===== src/rtl/icb_dbg_arbiter_pkg.sv =====
// Shared types, widths and master IDs for the core/debug ICB arbiter.
// Optional feature macro: ICB_ARB_RR_EN (round-robin arbitration instead of debug-first priority).
`ifndef MemAddrBus
`define MemAddrBus 31:0
`endif
`ifndef MemBus
`define MemBus 31:0
`endif

package icb_dbg_arbiter_pkg;

    localparam logic ICB_ARB_ID_CORE = 1'b0;
    localparam logic ICB_ARB_ID_DBG  = 1'b1;

    typedef struct packed {
        logic [31:0] addr;
        logic        read;
        logic [31:0] wdata;
        logic [3:0]  wmask;
    } icb_cmd_t;

endpackage


===== src/rtl/icb_arb_id_fifo.sv =====
// One-bit-wide ID FIFO recording which master owns each outstanding ICB command.
module icb_arb_id_fifo #(
    parameter int DEPTH = 2,
    parameter int AW    = 1
) (
    input  logic clk,
    input  logic rst_n,
    input  logic push_i,
    input  logic id_i,
    input  logic pop_i,
    output logic full_o,
    output logic empty_o,
    output logic head_o
);

    logic [DEPTH-1:0] mem_q, mem_d;
    logic [AW-1:0]    wr_ptr_q, wr_ptr_d;
    logic [AW-1:0]    rd_ptr_q, rd_ptr_d;
    logic [AW:0]      cnt_q, cnt_d;
    logic             do_push_s, do_pop_s;

    assign full_o    = (cnt_q == (AW+1)'(DEPTH));
    assign empty_o   = (cnt_q == (AW+1)'(0));
    assign head_o    = mem_q[rd_ptr_q];
    assign do_push_s = push_i & ~full_o;
    assign do_pop_s  = pop_i & ~empty_o;

    // Next-state: pointers wrap naturally because DEPTH is a power of two
    always_comb begin
        mem_d    = mem_q;
        wr_ptr_d = wr_ptr_q;
        rd_ptr_d = rd_ptr_q;
        cnt_d    = cnt_q;
        if (do_push_s) begin
            mem_d[wr_ptr_q] = id_i;
            wr_ptr_d        = wr_ptr_q + AW'(1);
        end else begin
            wr_ptr_d = wr_ptr_q;
        end
        if (do_pop_s) begin
            rd_ptr_d = rd_ptr_q + AW'(1);
        end else begin
            rd_ptr_d = rd_ptr_q;
        end
        case ({do_push_s, do_pop_s})
            2'b10:   cnt_d = cnt_q + (AW+1)'(1);
            2'b01:   cnt_d = cnt_q - (AW+1)'(1);
            default: cnt_d = cnt_q;
        endcase
    end

    // State registers
    always_ff @(posedge clk or negedge rst_n) begin
        if (!rst_n) begin
            mem_q    <= '0;
            wr_ptr_q <= '0;
            rd_ptr_q <= '0;
            cnt_q    <= '0;
        end else begin
            mem_q    <= mem_d;
            wr_ptr_q <= wr_ptr_d;
            rd_ptr_q <= rd_ptr_d;
            cnt_q    <= cnt_d;
        end
    end

endmodule


===== src/rtl/icb_dbg_arbiter.sv =====
// Two-master (core LSU / JTAG debug) to one-slave ICB arbiter with zero-latency pass-through.
// Macro ICB_ARB_RR_EN selects round-robin; default build gives the debug master priority.
module icb_dbg_arbiter
    import icb_dbg_arbiter_pkg::*;
#(
    parameter int OST_DEPTH = 2,
    parameter int OST_AW    = 1
) (
    input  logic              clk,
    input  logic              rst_n,

    input  logic              m0_cmd_valid,
    output logic              m0_cmd_ready,
    input  logic [`MemAddrBus] m0_cmd_addr,
    input  logic              m0_cmd_read,
    input  logic [`MemBus]    m0_cmd_wdata,
    input  logic [3:0]        m0_cmd_wmask,
    output logic              m0_rsp_valid,
    input  logic              m0_rsp_ready,
    output logic              m0_rsp_err,
    output logic [`MemBus]    m0_rsp_rdata,

    input  logic              m1_cmd_valid,
    output logic              m1_cmd_ready,
    input  logic [`MemAddrBus] m1_cmd_addr,
    input  logic              m1_cmd_read,
    input  logic [`MemBus]    m1_cmd_wdata,
    input  logic [3:0]        m1_cmd_wmask,
    output logic              m1_rsp_valid,
    input  logic              m1_rsp_ready,
    output logic              m1_rsp_err,
    output logic [`MemBus]    m1_rsp_rdata,

    output logic              s_cmd_valid,
    input  logic              s_cmd_ready,
    output logic [`MemAddrBus] s_cmd_addr,
    output logic              s_cmd_read,
    output logic [`MemBus]    s_cmd_wdata,
    output logic [3:0]        s_cmd_wmask,
    input  logic              s_rsp_valid,
    output logic              s_rsp_ready,
    input  logic              s_rsp_err,
    input  logic [`MemBus]    s_rsp_rdata
);

    logic     lock_q, lock_d;
    logic     owner_q, owner_d;
    logic     grant_s, gnt_valid_s;
    logic     fifo_full_s, fifo_empty_s, fifo_head_s;
    logic     push_s, pop_s, sel_rsp_ready_s;
    icb_cmd_t m0_cmd_s, m1_cmd_s, gnt_cmd_s;
`ifdef ICB_ARB_RR_EN
    logic     rr_last_q, rr_last_d;
`endif

    assign m0_cmd_s = '{addr: m0_cmd_addr, read: m0_cmd_read, wdata: m0_cmd_wdata, wmask: m0_cmd_wmask};
    assign m1_cmd_s = '{addr: m1_cmd_addr, read: m1_cmd_read, wdata: m1_cmd_wdata, wmask: m1_cmd_wmask};

    // Grant selection; a stalled command keeps its owner until the handshake completes
    always_comb begin
        grant_s = ICB_ARB_ID_CORE;
        if (lock_q) begin
            grant_s = owner_q;
        end else if (m0_cmd_valid && m1_cmd_valid) begin
`ifdef ICB_ARB_RR_EN
            grant_s = ~rr_last_q;
`else
            grant_s = ICB_ARB_ID_DBG;
`endif
        end else if (m1_cmd_valid) begin
            grant_s = ICB_ARB_ID_DBG;
        end else begin
            grant_s = ICB_ARB_ID_CORE;
        end
    end

    assign gnt_valid_s  = (grant_s == ICB_ARB_ID_DBG) ? m1_cmd_valid : m0_cmd_valid;
    assign gnt_cmd_s    = (grant_s == ICB_ARB_ID_DBG) ? m1_cmd_s : m0_cmd_s;

    assign s_cmd_valid  = gnt_valid_s & ~fifo_full_s;
    assign s_cmd_addr   = gnt_cmd_s.addr;
    assign s_cmd_read   = gnt_cmd_s.read;
    assign s_cmd_wdata  = gnt_cmd_s.wdata;
    assign s_cmd_wmask  = gnt_cmd_s.wmask;

    assign m0_cmd_ready = gnt_valid_s & (grant_s == ICB_ARB_ID_CORE) & s_cmd_ready & ~fifo_full_s;
    assign m1_cmd_ready = gnt_valid_s & (grant_s == ICB_ARB_ID_DBG)  & s_cmd_ready & ~fifo_full_s;

    assign push_s = s_cmd_valid & s_cmd_ready;
    assign pop_s  = s_rsp_valid & s_rsp_ready;

    // Responses go only to the owner recorded at the FIFO head; nothing is forwarded when empty
    assign sel_rsp_ready_s = (fifo_head_s == ICB_ARB_ID_DBG) ? m1_rsp_ready : m0_rsp_ready;
    assign s_rsp_ready     = ~fifo_empty_s & sel_rsp_ready_s;
    assign m0_rsp_valid    = s_rsp_valid & ~fifo_empty_s & (fifo_head_s == ICB_ARB_ID_CORE);
    assign m1_rsp_valid    = s_rsp_valid & ~fifo_empty_s & (fifo_head_s == ICB_ARB_ID_DBG);
    assign m0_rsp_err      = s_rsp_err;
    assign m1_rsp_err      = s_rsp_err;
    assign m0_rsp_rdata    = s_rsp_rdata;
    assign m1_rsp_rdata    = s_rsp_rdata;

    // Lock tracking
    always_comb begin
        lock_d  = lock_q;
        owner_d = owner_q;
        if (push_s) begin
            lock_d  = 1'b0;
            owner_d = owner_q;
        end else if (s_cmd_valid && !s_cmd_ready) begin
            lock_d  = 1'b1;
            owner_d = grant_s;
        end else begin
            lock_d  = lock_q;
            owner_d = owner_q;
        end
    end

    // Lock state registers
    always_ff @(posedge clk or negedge rst_n) begin
        if (!rst_n) begin
            lock_q  <= 1'b0;
            owner_q <= ICB_ARB_ID_CORE;
        end else begin
            lock_q  <= lock_d;
            owner_q <= owner_d;
        end
    end

`ifdef ICB_ARB_RR_EN
    // Remember the last master served so the other one wins the next tie
    always_comb begin
        rr_last_d = rr_last_q;
        if (push_s) begin
            rr_last_d = grant_s;
        end else begin
            rr_last_d = rr_last_q;
        end
    end

    // Round-robin history register
    always_ff @(posedge clk or negedge rst_n) begin
        if (!rst_n) begin
            rr_last_q <= ICB_ARB_ID_CORE;
        end else begin
            rr_last_q <= rr_last_d;
        end
    end
`endif

    icb_arb_id_fifo #(
        .DEPTH (OST_DEPTH),
        .AW    (OST_AW)
    ) u_id_fifo (
        .clk     (clk),
        .rst_n   (rst_n),
        .push_i  (push_s),
        .id_i    (grant_s),
        .pop_i   (pop_s),
        .full_o  (fifo_full_s),
        .empty_o (fifo_empty_s),
        .head_o  (fifo_head_s)
    );

endmodule


===== config.mk =====
export PLATFORM = sky130hd
export DESIGN_NAME = icb_dbg_arbiter
export DESIGN_NICKNAME = d
export VERILOG_FILES = /design/src/rtl/icb_dbg_arbiter_pkg.sv /design/src/rtl/icb_arb_id_fifo.sv /design/src/rtl/icb_dbg_arbiter.sv
export SDC_FILE = /design/constraint.sdc
export NUM_CORES = 1
export LEC_CHECK = 0
export BUFFER_PORTS_ARGS = -buffer_cell sky130_fd_sc_hd__buf_2
export CAP_MARGIN = 5
export CORE_AREA = 2 2 123 125
export CTS_CLUSTER_DIAMETER = 30
export DETAILED_ROUTE_END_ITERATION = 8
export DIE_AREA = 0 0 125 127
export PLACE_DENSITY = 0.54
export SYNTH_ARGS = -nofsm -noshare
export SYNTH_HDL_FRONTEND = slang
export SYNTH_SLANG_ARGS = --single-unit

===== constraint.sdc =====
create_clock -name clk -period 2.05 [get_ports clk]
set_input_delay 0.41 -clock clk [delete_from_list [all_inputs] [get_ports clk]]
set_output_delay 0.41 -clock clk [all_outputs]
set_load 0.005 [all_outputs]

# [Word level (Yosys, flattened, before mapping)]
# Index checks and enable logic that the tools add are counted.
[classes] n_addsub=4 n_lt_le_gt_ge=3 eq_ne=3 muxes=14 bitwise_logic=20 reduce_logical=8
[op_table] operator="$mux W69" count=1
[op_table] operator="$and A1 B1 Y1" count=15
[op_table] operator="$mux W1" count=10
[op_table] operator="$not A1 Y1" count=5
[op_table] operator="$eq A2 B2 Y1 const B" count=2
[op_table] operator="$lt A1 B2 Y1 const B" count=2
[op_table] operator="$pmux W2 S2" count=1
[op_table] operator="$reduce_bool A2 Y1" count=2
[op_table] operator="$logic_and A1 B1 Y1" count=3
[op_table] operator="$add A1 B1 Y1 const B" count=2
[op_table] operator="$add A2 B1 Y2 const B" count=1
[op_table] operator="$bwmux W2" count=1
[op_table] operator="$eq A2 B1 Y1 const B" count=1
[op_table] operator="$logic_not A2 Y1" count=1
[op_table] operator="$reduce_and A2 Y1" count=1
[op_table] operator="$sub A2 B1 Y2 const B" count=1
[op_table] operator="$demux W1 S1" count=1
[op_table] operator="$ge A1 B1 Y1 const B" count=1
[op_table] operator="$logic_not A1 Y1" count=1
[totals] register_bits=8 input_bits=179 output_inout_bits=141 elab_cells=58

# [Logic depth before layout (Yosys ltp)]
# Gate-level depths: netlist of run 1.
[depth] ltp_word=9 ltp_mapped=7 depth_no_buf=7

# [Hierarchy]
# A second synthesis of run 1 with hierarchy kept.
[unflattened] hier_cells=192 hier_area_um2=2118.3
[by_module_without_submodules] mod="icb_dbg_arbiter" n_inst=1 cells_each=169 area_per_inst_um2=1835.5 seq_area_each_um2=50.0
[by_module_without_submodules] mod="icb_arb_id_fifo" n_inst=1 cells_each=23 area_per_inst_um2=282.8 seq_area_each_um2=150.1

# [Worst setup path after synthesis of run 1]
# Ideal clock, no wire load.
[synth_timing] path_type="register to register" startpoint="reg owner_q" endpoint="reg u_id_fifo.cnt_q[1]" setup_time_ns=0.079 t_arrival_ns=1.602 required_ns=1.971 slack_ns=0.369 path_stages_with_launch=6 path_buffers=0 synth_period_minus_slack_ns=1.681 path_cell_list="dfrtp_1 > mux2i_1 > a2111o_1 > ha_1 > nor2_1 > xor2_1"
[synth_via] elab_chain_cells=7 word_cells_on_any_way=9 classes_between="eq/ne (2); mux (3); bitwise (3); reduce/logical (1)"
[synth_rtl] item="from (decl)" line_no="icb_dbg_arbiter.sv:47" text="logic owner_q, owner_d;"
[synth_rtl] item="from (signal assigned)" line_no="icb_dbg_arbiter.sv:125" text="owner_q <= owner_d;"
[synth_rtl] item="$mux W1 *" line_no="icb_dbg_arbiter.sv:62" text="if (lock_q) begin"
[synth_rtl] item="$mux W1 *" line_no="icb_dbg_arbiter.sv:77" text="assign gnt_valid_s = (grant_s == ICB_ARB_ID_DBG) ? m1_cmd_valid : m0_cmd_valid;"
[synth_rtl] item="$and A1 B1 Y1 *" line_no="icb_dbg_arbiter.sv:80" text="assign s_cmd_valid = gnt_valid_s & ~fifo_full_s;"
[synth_rtl] item="$and A1 B1 Y1 *" line_no="icb_dbg_arbiter.sv:89" text="assign push_s = s_cmd_valid & s_cmd_ready;"
[synth_rtl] item="$and A1 B1 Y1 *" line_no="icb_arb_id_fifo.sv:25" text="assign do_push_s = push_i & ~full_o;"
[synth_rtl] item="$eq A2 B1 Y1 / $eq A2 B2 Y1 (equally long branches)" line_no="icb_arb_id_fifo.sv:45" text="case ({do_push_s, do_pop_s})"
[synth_rtl] item="$pmux W2 S2 / $reduce_bool A2 Y1 (equally long branches)"
[synth_rtl] item="to (signal assigned)" line_no="icb_arb_id_fifo.sv:63" text="cnt_q <= cnt_d;"
[synth_rtl] item="to (decl)" line_no="icb_arb_id_fifo.sv:19" text="logic [AW:0] cnt_q, cnt_d;"
# Every way passes the cells marked *; elsewhere a longest branch is shown, timed or not.
# A chain may end at the register's enable or synchronous reset.

# [Worst setup path after layout of run 1]
[layout_timing] startpoint="reg lock_q" endpoint="out s_cmd_addr[27]"
[layout_via] elab_chain_cells=2
[layout_rtl] item="from (decl)" line_no="icb_dbg_arbiter.sv:46" text="logic lock_q, lock_d;"
[layout_rtl] item="from (signal assigned)" line_no="icb_dbg_arbiter.sv:124" text="lock_q <= lock_d;"
[layout_rtl] item="$mux W1" line_no="icb_dbg_arbiter.sv:62"
[layout_rtl] item="$mux W69" line_no="icb_dbg_arbiter.sv:78" text="assign gnt_cmd_s = (grant_s == ICB_ARB_ID_DBG) ? m1_cmd_s : m0_cmd_s;"
[layout_rtl] item="to (decl)" line_no="icb_dbg_arbiter.sv:36" text="output logic [`MemAddrBus] s_cmd_addr,"
# Every way passes these cells.

==> results of run 1 <==
-- area by class of cell --
class                   instances  share of cell area
flip-flops and latches          8              0.0740
clock buffers                   3              0.0276
inverters                       1             0.00138
multi-input cells             240               0.376
well taps                     184              0.0846
repair buffers                225               0.437
-- synthesized netlist by cell type --
cell | instances | area (µm²)
nor3_1 | 1 | 5.00
o31ai_1 | 2 | 15.0
mux2i_1 | 4 | 40.0
clkbuf_1 | 7 | 26.3
dfrtp_1 | 8 | 200
inv_1 | 1 | 3.75
nand2_1 | 208 | 781
buf_2 | 8 | 40.0
o21ai_0 | 2 | 10.0
buf_4 | 66 | 495
a22o_1 | 1 | 8.76
a2111o_1 | 1 | 11.3
o21ai_1 | 1 | 5.00
nor2_1 | 8 | 30.0
nor2b_1 | 2 | 12.5
xor2_1 | 2 | 17.5
a211oi_1 | 1 | 7.51
a41oi_1 | 1 | 8.76
a31oi_1 | 1 | 6.26
mux2_2 | 1 | 11.3
ha_1 | 1 | 12.5
xnor2_1 | 3 | 26.3
-- worst max-delay path: cells and delay by family (launching register included) --
kind | cells | cell delay, ns
flip-flops | 1 | 0.43
multiplexers | 1 | 0.41
buffers and inverters | 2 | 0.31
AND/OR/NAND/NOR | 2 | 0.15
-- cells by family after synthesis --
kind of cell    share of synthesized area
simple gates                        0.467
mux                                0.0289
compound gates                     0.0409
fa+ha+maj                         0.00705
buf+inv                             0.319
flops                               0.113
xor+xnor                           0.0247
-- sequential cells by signal (all words and copies together) (netlist names) --
signal              count
lock_q                  1
owner_q                 1
u_id_fifo.cnt_q         2
u_id_fifo.mem_q         2
u_id_fifo.rd_ptr_q      1
u_id_fifo.wr_ptr_q      1
-- power breakdown --
part           internal, mW  switching, mW  total (mW)  leakage (nW)
registers             0.245          0.101       0.346        0.0926
logic                  1.16           1.36        2.52          1.63
clock network         0.252         0.0763       0.328        0.0370
total                  1.65           1.54        3.19          1.76
-- worst min path at each step --
stage / startpoint / endpoint / slack (ns) / cells after the start
after floorplan: rst_n / lock_q / 0.11 / 0
after global placement: rst_n / u_id_fifo.cnt_q[1] / 0.27 / 1
after detailed placement: rst_n / u_id_fifo.cnt_q[1] / 0.26 / 1
after CTS: rst_n / u_id_fifo.cnt_q[1] / 0.03 / 1
after global routing: rst_n / u_id_fifo.cnt_q[1] / 0.04 / 1
final: rst_n / u_id_fifo.cnt_q[1] / 0.02 / 1
-- metrics by stage --
| step | power, mW | worst slack [ns] | instances |
|---|---|---|---|
| 2_1_floorplan | 1.77 | 0.369 | 330 |
| 3_3_place_gp | 2.90 | 0.181 | 658 |
| 3_5_place_dp | 2.89 | 0.183 | 658 |
| 4_1_cts | 3.24 | 0.0182 | 661 |
| 5_1_grt | 3.54 | 0.0132 | 661 |
| 6_report | 3.19 | 0.0832 | 661 |
-- layout by cell type, fill, tap and decap left out --
cell type,synthesis,final
a2111o_1,1,1
a211oi_1,1,1
a22o_1,1,1
a31oi_1,1,1
a41oi_1,1,1
buf_12,0,4
buf_2,8,220
buf_4,66,1
clkbuf_16,0,3
dfrtp_1,8,7
dfrtp_2,0,1
ha_1,1,1
inv_1,1,1
mux2_2,1,1
mux2i_1,4,3
mux2i_4,0,1
nand2_1,208,208
nor2_1,8,7
nor2_2,0,1
nor2b_1,2,2
nor3_1,1,1
o21ai_0,2,2
o21ai_1,1,1
o31ai_1,2,2
xnor2_1,3,3
xor2_1,2,2
-- metal layers --
metal | up-vias | share of wire | GRT usage
met2 | 171 | 0.50 | 0.143
li1 | 1235 | - | -
met5 | - | 0 | 0
met3 | 18 | 0.12 | 0.0218
met4 | 0 | 0.021 | 0.0235
met1 | 966 | 0.35 | 0.0792
==> results.tsv, run 1 <==
metric	value	unit
run_status	finished clean	
drtPass1Iterations	4	
cp_cell_sequence	mux2_2 > buf_12 > nand2_1 > nand2_1 > buf_2	
syn_nets	510	
syn_to_final_growth	53.5	%
die-width	125	µm
synth_warnings	0	
fin_crit	1.97	ns
r2r-start	u_id_fifo.rd_ptr_q	
post_dp_cell_area	2640	µm²
syn_avg_cell_area	5.38	µm²
hpwlAfterDp	5600	µm
routed_wl	6790	µm
timing.rr.end	u_id_fifo.cnt_q[1]	
placement_rows	44	
ctsHoldBuffers	0	
critPathRequiredTime	1.64	ns
crit_path_start_kind	register	
rsz0062_at_grt	no	
fin_area	2720	µm²
leakage	1.76	nW
grt_pass1_vias	2103	
finClkSkew	0.00177	ns
ys_ff_latch	8	
fillers	1679	
critPathLaunch	lock_q	
grt_max_degree	38	
crit_path_frequent_cell	nand2_1	
ant_nets	0	
cts_max_level	1	
end_kind	output port	
post-route-period-util	0.959	
crit_path_max_incr_delay	0.43	ns
max_slew.worst_pin.slew	0.402	ns
wl_per_cell	10.3	µm
holdWs	0.0168	ns
drive_above_1_share	0.486	
cts.sinks	8	
hold_viol	0	
peakVddDrop	467	µV
grt_overflow	0	
power_density	1170	nW/µm²
n_antenna_cell	0	
grt_usage	0.0748	
seq_area	201	µm²
crit_fanout	34	
setup_tns	0	ns
tritoncts	yes	
drtIter0Drc	71	
vias	2390	
final_core_util	0.189	
initial_utilization	0.123	
grt_first_pass_wirelength	9810	µm
ys_seq_area_frac	0.113	
cts-buffers-inserted	3	
clockBufferDepth	2	
reg2regPathDepth	6	
post-cts-setup-buffer-count	0	
critPathCapture	s_cmd_addr[27]	
die_h	127	µm
crit_type	register to output port	
antenna_found_initial	0	
fmax	0.508	GHz
path_clk_slew	0.04	ns
fin_nets	659	
hold_path.class	input port to asynchronous set/reset pin	
root_buffer	clkbuf_16	
multi_input_area	1020	µm²
setup_viol	0	
drv_cap	0	
clock_latency	0.23	ns
portBuffers	220	
drv_slew	0	
ioPinCount	320	
globalplace.congestion	0.706	
vias_per_cell	3.62	
max_slew_margin	0.731	
ctsResizeCount	0	
netlist_instances	330	
cp.arrival	1.56	ns
drc_errors	0	
reg2reg_slack	0.26	ns
die-area	15900	µm²
ys_types	22	
core_area	14400	µm²
synth_area	1770	µm²
cp_slowest_cell	dfrtp_2	
No activity file was read; power rests on OpenSTA's default activity.
==> run 2: changes to the inputs <==
- PLACE_DENSITY: 0.54 -> not set
==> results.tsv, run 2 (synthesis results as in run 1) <==
metric	value	unit
crit_path_start_kind	register	
power_density	1150	nW/µm²
root_buffer	clkbuf_16	
design_power_total	3.14	mW
place_worst_setup_slack	0.127	ns
grt_usage	0.0721	
cts_max_level	1	
ant_nets	0	
portBuffers	220	
critPathLaunch	lock_q	
drtIter0Drc	51	
hold_viol	0	
grt_overflow	0	
fin_crit	1.97	ns
antenna_found_initial	0	
path_clk_slew	0.04	ns
cp_cell_sequence	mux2_2 > buf_8 > nand2_1 > nand2_1 > buf_2	
grt_first_pass_wirelength	9500	µm
finClkSkew	0.00197	ns
critPathRequiredTime	1.64	ns
drv_cap	0	
post-route-period-util	0.961	
fin_nets	660	
crit_buf_inv	2	
drv_slew	0	
fillers	1646	
n_antenna_cell	0	
crit_type	register to output port	
reg.largest.list	u_id_fifo.cnt_q (2), u_id_fifo.mem_q (2)	
end_kind	output port	
leakage	1.76	nW
cts.sinks	8	
r2r-start	u_id_fifo.cnt_q[1]	
grt_max_degree	37	
layoutNonFillerInstCount	662	
hpwlAfterDp	5510	µm
die-width	125	µm
grt_pass1_vias	2042	
mostFrequentLayoutCells	buf_2, nand2_1, nor2_1	
wl_per_cell	9.87	µm
crit_fanout	35	
final.setup.worst_slack	0.0808	ns
run_status	finished clean	
cp.arrival	1.56	ns
rsz0062_at_grt	no	
core_area	14400	µm²
cts-buffers-inserted	3	
crit_path_max_incr_delay	0.43	ns
drtPass1Iterations	4	
vias	2343	
ctsHoldBuffers	0	
placement_rows	44	
crit_path_frequent_cell	nand2_1	
drc_errors	0	
busiest_layer	met2	
cp_slowest_cell	dfrtp_2	
fmax	0.508	GHz
clockBufferDepth	2	
routed_wl	6530	µm
final_common_cell	buf_2	
initial_utilization	0.123	
drive_above_1_share	0.485	
tritoncts	yes	
vias_per_cell	3.54	
grtUsageMet2	0.132	
ioPinCount	320	
placedCellCount	657	
critPathTopFamily	flip-flops	
grtUsageMet3	0.0281	
globalplace.congestion	0.765	
setup_viol	0	
max_slew.worst_pin.slew	0.417	ns
die_h	127	µm
clock_latency	0.23	ns
setup_tns	0	ns
peakVddDrop	353	µV
max_slew_margin	0.720	
hold_path.class	input port to asynchronous set/reset pin	
die-area	15900	µm²
use_met1	0.0726	
syn_to_final_growth	53.5	%
[run 2: final timing paths]
kind	to	slack, ns	cells after the start
max reg2reg	u_id_fifo.cnt_q[1]	0.17	6
max	s_cmd_wdata[11]	0.08	5
min	u_id_fifo.cnt_q[0]	0.01	1
min in group clk	lock_q	0.42	2
max in group asynchronous	lock_q	1.86	1
min reg2reg	u_id_fifo.mem_q[0]	0.49	2
[run 2: layer usage]
| layer | vias up | routed length (µm) | part of all wire |
|---|---|---|---|
| li1 | 1231 | - | - |
| met1 | 928 | 2360 | 0.36 |
| met2 | 156 | 3220 | 0.49 |
| met3 | 28 | 786 | 0.12 |
| met4 | 0 | 162 | 0.025 |
| met5 | - | 0 | 0 |
[run 2: cell type report]
cell class	instances	area, µm²	share of cell area
sequential	8	201	0.0740
inverter	1	3.75	0.00138
tap	184	230	0.0846
multi-input combinational	240	1020	0.375
timing repair buffer	226	1190	0.437
clock buffer	3	75.1	0.0276
[run 2: per-stage QoR]
step                cell area, µm²  hold WS, ns  utilization
floorplan                     1770        0.114            -
global placement              2620        0.264        0.182
detailed placement            2620        0.262        0.182
CTS                           2700       0.0191        0.187
global route                  2720       0.0243        0.189
finish                        2720       0.0139        0.189
[run 2: repair_timing]
action / in CTS / in global routing
resized for setup: 2 / 1
endpoints found under the setup margin: 35 / 4
pin swaps: 0 / 1
buffers inserted: 0 / 2
[run 2: report_power, final]
| group | switching, mW | total (mW) | internal [mW] |
|---|---|---|---|
| clock network | 0.0745 | 0.326 | 0.251 |
| logic | 1.32 | 2.47 | 1.15 |
| registers | 0.0986 | 0.344 | 0.245 |
==> run 3: changes to the inputs <==
- BUFFER_PORTS_ARGS: -buffer_cell sky130_fd_sc_hd__buf_2 -> not set
- CORE_AREA: 2 2 123 125 -> 2 2 124 126
- DIE_AREA: 0 0 125 127 -> 0 0 126 128
- DONT_BUFFER_PORTS: not set -> 1
==> results.tsv, run 3 (synthesis results as in run 1) <==
metric	value	unit
reg.largest.list	u_id_fifo.cnt_q (2), u_id_fifo.mem_q (2)	
hpwlAfterDp	5100	µm
grt_first_pass_wirelength	7440	µm
vias_per_cell	3.83	
fmax	0.506	GHz
drtPass1Iterations	6	
fillers	1745	
grt_overflow	0	
die-width	126	µm
fin_area	1600	µm²
die-area	16100	µm²
routed_wl	5880	µm
portBuffers	0	
core_area	14900	µm²
leakage	0.871	nW
setup_viol	0	
root_buffer	clkbuf_16	
finClkSkew	0.00201	ns
ant_nets	0	
antenna_found_initial	0	
placement_rows	45	
cts.sinks	8	
cp.arrival	1.57	ns
mostFrequentLayoutCells	nand2_1, nor2_1, dfrtp_1	
swShare	0.554	
layoutNonFillerInstCount	446	
n_antenna_cell	0	
crit_path_frequent_cell	nand2_1	
post_dp_cell_area	1510	µm²
power_density	1500	nW/µm²
clockBufferDepth	2	
cp_cell_sequence	mux2_2 > buf_4 > nand2_1 > nand2_1	
internal_power	1.07	mW
drv_cap	0	
crit_path_max_incr_delay	0.42	ns
design_power_total	2.40	mW
use_met1	0.0581	
grt_max_degree	44	
placedCellCount	442	
holdWs	0.290	ns
run_status	finished clean	
clock_latency	0.23	ns
die_h	128	µm
fin_crit	1.98	ns
vias	1707	
end_kind	output port	
path_clk_slew	0.04	ns
crit_fanout	28	
clkPwrFrac	0.134	
ioPinCount	320	
drv_slew	0	
initial_utilization	0.119	
cp_slowest_cell	dfrtp_1	
crit_type	register to output port	
grtUsageMet3	0.0259	
grt_pass1_vias	1396	
max_slew_margin	0.591	
wl_per_cell	13.2	µm
hold_path.class	input port to register	
combPwrFrac	0.725	
grtUsageMet2	0.109	
drtIter0Drc	42	
fin_nets	440	
p_seq_frac	0.141	
critPathRequiredTime	1.64	ns
cts_max_level	1	
crit_path_start_kind	register	
tritoncts	yes	
syn_to_final_growth	-9.66	%
busiest_layer	met2	
drc_errors	0	
setup_tns	0	ns
globalplace.congestion	0.776	
post-route-period-util	0.964	
cts-buffers-inserted	3	
final_common_cell	nand2_1	
peakVddDrop	439	µV
grt_usage	0.0600	
drive_above_1_share	0.0388	
hold_viol	0	
max_slew.worst_pin.slew	0.609	ns
rsz0062_at_grt	no	
switching_power	1.33	mW
[run 3: cell types whose count changed in the layout (fill, tap and decap cells not counted), sizes merged]
cell / before / now
dlygate4sd3: 0 / 1
buf: 226 / 5
[run 3: area by class of cell]
type	count	area [µm²]	area share
clock buffer	3	75.1	0.0468
inverter	1	3.75	0.00234
tap	188	235	0.147
multi-input combinational	240	1020	0.637
timing repair buffer	6	67.6	0.0422
sequential	8	200	0.125
[run 3: final timing paths]
path	startpoint	to	slack, ns	cells past startpoint
max reg2reg	owner_q	u_id_fifo.cnt_q[1]	0.19	5
max	lock_q	s_cmd_wmask[1]	0.07	4
max in group asynchronous	rst_n	u_id_fifo.rd_ptr_q	1.23	1
min	s_cmd_ready	lock_q	0.29	1
min reg2reg	u_id_fifo.rd_ptr_q	u_id_fifo.rd_ptr_q	0.49	1
min in group asynchronous	rst_n	u_id_fifo.cnt_q[1]	0.54	1
[run 3: routing by layer]
metal / vias to the layer above / wire [µm]
met3: 34 / 843
met5: - / 0
met1: 711 / 1990
li1: 793 / -
met2: 169 / 2830
met4: 0 / 225
[run 3: power groups by stage]
stage	Sequential, mW	Combinational, mW	Clock [mW]
6_report	0.337	1.74	0.322
4_1_cts	0.336	1.75	0.327
3_5_place_dp	0.338	1.74	0
2_1_floorplan	0.302	1.46	0
5_1_grt	0.355	1.95	0.334
3_3_place_gp	0.331	1.72	0
[run 3: critical path: cells and delay by family (launching register included)]
kind	cells	cell delay, ns
and+or+nand+nor	2	0.24
muxes	1	0.34
DFF	1	0.42
buffers and inverters	1	0.32
[run 3: through the flow]
step                worst slack, ns  utilization
CTS                          0.0283        0.107
detailed placement            0.224        0.102
finish                       0.0745        0.108
global route                0.00110        0.108
floorplan                     0.369            -
global placement              0.257        0.102
[run 3: repair_timing]
action,in CTS,in global routing
endpoints found under the setup margin,0,56
endpoints found under the hold margin,8,0
hold buffers,1,0
setup buffers,0,0
resized for setup,0,2
